<file path="src/rtl/chaos_bit_expander.sv">
// chaos_bit_expander
//   Packs N = OUT_W/IN_W chaotic-map samples into one OUT_W-bit word for the wire
//   shuffler. Two levels of buffering: the accumulator fills while the output slot
//   holds the previous word for the downstream stage.
// Ports
//   clk, rst                  rising-edge clock, synchronous active-high reset
//   in_data/in_valid/in_ready upstream sample handshake (in_ready is combinational)
//   flush                     discard the word being collected in the accumulator
//   out_data/out_valid/out_ready  downstream word handshake (registered)
//   word_cnt                  number of delivered words, wraps at 2^16
module chaos_bit_expander #(
  parameter int unsigned IN_W      = 16,
  parameter int unsigned OUT_W     = 256,
  parameter bit          LSB_FIRST = 1'b1
) (
  input  logic             clk,
  input  logic             rst,
  input  logic [IN_W-1:0]  in_data,
  input  logic             in_valid,
  output logic             in_ready,
  input  logic             flush,
  output logic [OUT_W-1:0] out_data,
  output logic             out_valid,
  input  logic             out_ready,
  output logic [15:0]      word_cnt
);

  localparam int unsigned N     = OUT_W / IN_W;
  localparam int unsigned CNT_W = (N > 1) ? $clog2(N) : 1;
  localparam logic [CNT_W-1:0] LAST = CNT_W'(N - 1);

  // Output word must be an exact multiple of the sample width.
  generate
    if (((OUT_W % IN_W) != 0) || (N == 0)) begin : g_bad_width
      $error("chaos_bit_expander: OUT_W must be a non-zero multiple of IN_W");
    end
  endgenerate

  typedef enum logic {
    FILL = 1'b0,
    HOLD = 1'b1
  } state_t;

  state_t             state, state_nxt;
  logic [CNT_W-1:0]   count, count_nxt;
  logic [OUT_W-1:0]   acc, acc_nxt;
  logic [OUT_W-1:0]   out_data_nxt;
  logic               out_valid_nxt;
  logic [15:0]        word_cnt_nxt;

  logic               accept;
  logic               slot_free;
  logic               out_hs;
  logic [CNT_W-1:0]   slot_idx;

  // Ready depends only on reset, flush and whether the accumulator is parked.
  assign in_ready  = !rst && !flush && (state == FILL);
  assign accept    = in_valid && in_ready;
  assign slot_free = !out_valid || out_ready;
  assign out_hs    = out_valid && out_ready;
  assign slot_idx  = LSB_FIRST ? count : (LAST - count);

  // State register
  always_ff @(posedge clk) begin
    if (rst) begin
      state     <= FILL;
      count     <= '0;
      acc       <= '0;
      out_data  <= '0;
      out_valid <= 1'b0;
      word_cnt  <= '0;
    end else begin
      state     <= state_nxt;
      count     <= count_nxt;
      acc       <= acc_nxt;
      out_data  <= out_data_nxt;
      out_valid <= out_valid_nxt;
      word_cnt  <= word_cnt_nxt;
    end
  end

  // Next-state: collect samples, hand complete words to the output slot
  always_comb begin
    state_nxt     = state;
    count_nxt     = count;
    acc_nxt       = acc;
    out_data_nxt  = out_data;
    out_valid_nxt = out_valid;
    word_cnt_nxt  = word_cnt;

    // Consumed word; a transfer below may refill the slot in the same cycle.
    if (out_hs) begin
      out_valid_nxt = 1'b0;
      word_cnt_nxt  = word_cnt + 16'd1;
    end

    if (flush) begin
      // Flush wins over a pending HOLD transfer; accumulator contents go stale.
      count_nxt = '0;
      state_nxt = FILL;
    end else begin
      unique case (state)
        FILL: begin
          if (accept) begin
            for (int unsigned k = 0; k < N; k++) begin
              if (slot_idx == CNT_W'(k)) begin
                acc_nxt[k*IN_W +: IN_W] = in_data;
              end
            end
            if (count == LAST) begin
              count_nxt = '0;
              if (slot_free) begin
                out_data_nxt  = acc_nxt;
                out_valid_nxt = 1'b1;
              end else begin
                state_nxt = HOLD;
              end
            end else begin
              count_nxt = count + CNT_W'(1);
            end
          end
        end
        HOLD: begin
          if (slot_free) begin
            out_data_nxt  = acc;
            out_valid_nxt = 1'b1;
            state_nxt     = FILL;
          end
        end
        default: state_nxt = FILL;
      endcase
    end
  end

endmodule

</file>
<file path="config.mk">
export PLATFORM = sky130hd
export DESIGN_NAME = chaos_bit_expander
export DESIGN_NICKNAME = d
export VERILOG_FILES = /design/src/rtl/chaos_bit_expander.sv
export SDC_FILE = /design/constraint.sdc
export NUM_CORES = 1
export LEC_CHECK = 0
export ABC_CLOCK_PERIOD_IN_PS = 2600
export CAP_MARGIN = 20
export CORE_ASPECT_RATIO = 1.1
export CORE_UTILIZATION = 40
export CTS_CLUSTER_DIAMETER = 80
export DETAILED_ROUTE_END_ITERATION = 10
export GPL_ROUTABILITY_DRIVEN = 0
export GPL_TIMING_DRIVEN = 0
export PLACE_DENSITY_LB_ADDON = 0.12
export SLEW_MARGIN = 40
export SYNTH_ARGS = -nofsm -noshare
export SYNTH_HDL_FRONTEND = slang
export SYNTH_SLANG_ARGS = --single-unit
</file>
<file path="constraint.sdc">
create_clock -name clk -period 2.6 [get_ports clk]
set_input_delay 0.78 -clock clk [delete_from_list [all_inputs] [get_ports clk]]
set_output_delay 0.78 -clock clk [all_outputs]
set_load 0.02 [all_outputs]
</file>
==> impl_metrics.ini <==
[outcome]
outcome = finished, violations left
failed_checks = negative setup slack

[global_route]
grt_antenna_before_repair = 5
overflow = 0
first_pass_grt_wire_length_um = 117000
grt_resource_usage_total = 0.284
grt_start_max_net_pins = 14
via_count_of_the_first_global_routing_pass = 18700

[clocking]
clk-insertion-delay-late_ns = 0.61
hold_buffers = 0
path_clk_slew_ns = 0.06
cts_made_buffers = 56
cts-htree-levels = 2
clock_tree_from_tritoncts = done
cts.root.buffer_cell = sky130_fd_sc_hd__clkbuf_16
clock_sinks = 534
cts_buffer_depth = 3

[timing]
max_clock_freq_mhz = 368
relative_slew_slack = 0.411
post-route-worst-setup-slack_ns = -0.115
grt_setup_unrepaired = true
hold_viol_final = 0
post-route-min-period_ns = 2.72
setup_violations = 34
max_slew.worst_pin.slew_ns = 0.883
timing.final.max_slew_violations = 0
timing.clock.skew_ns = 0.00967
fin_crit_sh = 1.04

[floorplan]
die_area_um2 = 54400
fp.coreArea_um2 = 52600
dieWidth_um = 223
start_util = 0.407
design.portCount = 295
y_dimension_of_the_die_um = 245
core.rowCount = 88

[power]
swShare = 0.231
power_frac_clock = 0.466
p_seq_frac = 0.493
max-vdd-ir-drop_uv = 420
power.combinational.fraction = 0.042
total_switching_power_mw = 3.84
power.leakage_nw = 8.22
internal-power_mw = 12.8
pwr_density_cell_nw_per_um2 = 614

[yosys]
synth_sequential_area_ratio = 0.499
synthDominantCellAreaShare = 0.499
synth_top_family_by_area = simple AND/OR/NAND/NOR gates
synth-simple-area-share = 0.196
synth_mux_area_frac = 0.0913
synth.distinct_cells = 39
synth_compound_gate_area_share = 0.159
syn_nets = 2564
syn_area_per_cell_um2 = 8.43
synthesis.area_um2 = 21400
synthXorXnorAreaFrac = 0.00409
synth_fa_ha_area_frac = 0.00292
ys_ff_latch = 534
synthTopCellsByArea = sky130_fd_sc_hd__dfxtp_1 50%, sky130_fd_sc_hd__nand2_1 10%, sky130_fd_sc_hd__mux2i_1 9.0%, sky130_fd_sc_hd__a211oi_1 6.8%, sky130_fd_sc_hd__a21oi_1 6.2%
leading_area_contributor_after_synthesis = sky130_fd_sc_hd__dfxtp_1
yosysWarnings = 0
synthesis.instances = 2538

[place]
hpwlAfterDp_um = 55500
place.port_buffers = 294
dp_slack_ns = -1.26
placed_area_um2 = 25200

[setup_path]
crit_top_cell = sky130_fd_sc_hd__buf_2
cpMaxStageDelayCell = sky130_fd_sc_hd__clkdlybuf4s50_1
cp.buffers_inverters = 4
timing.rr.end = out_data[196]$_SDFFE_PP0P_
timing.critical_path.max_delay_family = buffers and inverters
worstPathArrival_ns = 3.24
worst_setup_endpoint = acc[235]$_SDFFE_PP0P_
timing_worst_setup_path_type = input port to flop
crit_path_end_kind = flop
crit_path_max_fanout = 10
worst-path-stages = 8
reg2reg_depth = 9
rrSetupSlack_ns = 0.13
critical_path_required_ns = 3.12
cp_slowest_stage_delay_ns = 0.55
crit_path_start_kind = input port
r2r-start = count[0]$_SDFFE_PP0P_
crit_path_cell_trace = clkdlybuf4s50_1, or3b_1, buf_2, buf_2, nor3_2, buf_2, nand2_1, a21oi_1
timing.critical_path.from = in_valid

[detailed_routing]
route.detailed.drc = 0
antenna_left = 0
post_drt_wl_per_cell_um = 22.0
drt_iter0_markers = 1424
totalWireLength_um = 79300
firstDrtPassIters = 5
route.detailed.vias_per_inst = 5.47
detailroute.via_count = 19800

[layout]
syn2layout_area_growth_pct = 26.7
fraction_of_layout_instances_using_a_drive_strength_above_1 = 0.0862
postLayoutCellArea_um2 = 27100
final_nets = 2921

[min_path]
holdPathStages = 2
timing.hold.worst.class = flop to flop

[run]
maxCapViolCount = 0
cells in the mapped netlist (all sizes together):
master	number
or3b	1
clkbuf	176
nor3	18
o21ai	4
a31oi	1
or3	4
mux2	2
and2	1
nand2b	9
a211oi	194
nor2	286
nand3	86
buf	65
xor2	4
and4	1
a21oi	265
nand4	4
or2	3
ha	5
a21o	1
mux2i	193
nor3b	1
dfxtp	534
nor2b	8
xnor2	6
nor4	5
nand2	586
a311oi	64
o31ai	1
a2111oi	1
inv	6
nand4b	1
or4	2
flip-flops by register name, indices dropped and copies added, names as in the netlist:
name       flops
out_valid      1
state          1
acc          256
out_data     256
count          4
word_cnt      16
how the worst min path moves through the flow:
stage | from | end | slack (ns)
floorplan | acc[0]$_SDFFE_PP0P_ | acc[0]$_SDFFE_PP0P_ | 0.44
global placement | acc[5]$_SDFFE_PP0P_ | acc[5]$_SDFFE_PP0P_ | 0.44
detailed placement | acc[3]$_SDFFE_PP0P_ | acc[3]$_SDFFE_PP0P_ | 0.45
CTS | acc[21]$_SDFFE_PP0P_ | acc[21]$_SDFFE_PP0P_ | 0.45
global route | acc[6]$_SDFFE_PP0P_ | acc[6]$_SDFFE_PP0P_ | 0.47
finish | acc[31]$_SDFFE_PP0P_ | acc[31]$_SDFFE_PP0P_ | 0.45
cells in the final DEF (no fill, tap or decap), types with 5 or more instances in the layout:
cell and n:
sky130_fd_sc_hd__mux2i_1 193, sky130_fd_sc_hd__buf_1 8, sky130_fd_sc_hd__clkbuf_2 74, sky130_fd_sc_hd__dfxtp_1 533, sky130_fd_sc_hd__nor4_1 5, sky130_fd_sc_hd__nand3_1 86, sky130_fd_sc_hd__a311oi_1 64, sky130_fd_sc_hd__a211oi_1 194
sky130_fd_sc_hd__clkinv_2 5, sky130_fd_sc_hd__nor2_4 8, sky130_fd_sc_hd__inv_1 6, sky130_fd_sc_hd__nand2b_1 9, sky130_fd_sc_hd__buf_2 52, sky130_fd_sc_hd__xnor2_1 6, sky130_fd_sc_hd__nor2_2 6, sky130_fd_sc_hd__a21oi_1 265
sky130_fd_sc_hd__nand2_1 586, sky130_fd_sc_hd__nor2b_1 8, sky130_fd_sc_hd__clkbuf_16 57, sky130_fd_sc_hd__clkbuf_1 120, sky130_fd_sc_hd__clkbuf_8 14, sky130_fd_sc_hd__clkdlybuf4s50_1 291, sky130_fd_sc_hd__nor2_1 272, sky130_fd_sc_hd__buf_4 9
sky130_fd_sc_hd__nor3_2 14
cell families (layout without fill, tap and decap cells):
kind of cell / count (synthesis) / after routing
buffers and inverters: 247 / 643
DFF: 534 / 534
adders and majority gates: 5 / 5
muxes: 195 / 195
xor gates and xnor gates: 10 / 10
other: 0 / 3
and+or+nand+nor: 1016 / 1016
AOI/OAI and AO/OA: 531 / 531
power groups by stage:
stage                     Sequential (mW)  Combinational, mW  Clock (mW)
after floorplan                      8.38              0.308           0
after global placement               8.38              0.656           0
after detailed placement             8.38              0.665           0
after CTS                            8.20              0.669        7.85
after global routing                 8.19              0.706        8.20
final                                8.20              0.692        7.75
area by class of cell:
class | instances | area, um^2
fill | 5093 | 25500
sequential | 534 | 10700
multi-input combinational | 1757 | 9740
timing repair buffer | 301 | 2990
clock buffer | 91 | 1680
buffer | 239 | 1080
tap | 675 | 845
clock inverter | 6 | 55.1
inverter | 6 | 22.5
antenna | 3 | 7.51
worst min-delay path, cell delays in order (launching register included):
cell and delay [ns]:
sky130_fd_sc_hd__dfxtp_1 0.31, sky130_fd_sc_hd__nand2_1 0.05, sky130_fd_sc_hd__a21oi_1 0.05
through the flow:
step           TNS [ns]  hold slack [ns]  utilization  std cells  total power, mW
2_1_floorplan         0            0.436            -       2538             8.69
3_3_place_gp    -461.24            0.441        0.479       3507             9.03
3_5_place_dp    -426.15            0.446        0.480       3507             9.05
4_1_cts               0            0.454        0.514       3607             16.7
5_1_grt           -5.49            0.468        0.515       3610             17.1
6_report          -2.03            0.453        0.515       3612             16.6
layer usage:
layer | part of all wire | up-vias | global-route usage
met5 | 0.00039 | - | 0
met4 | 0.058 | 4 | 0.155
met3 | 0.069 | 194 | 0.0414
met2 | 0.46 | 782 | 0.470
met1 | 0.41 | 9378 | 0.357
li1 | - | 9410 | -
timing repair:
item	in CTS	in global routing
endpoints found under the hold margin	0	0
buffers inserted	4	2
setup endpoints to repair	297	406
pin swaps	2	1
resized for setup	21	58
(Power assumes the default switching activity.)
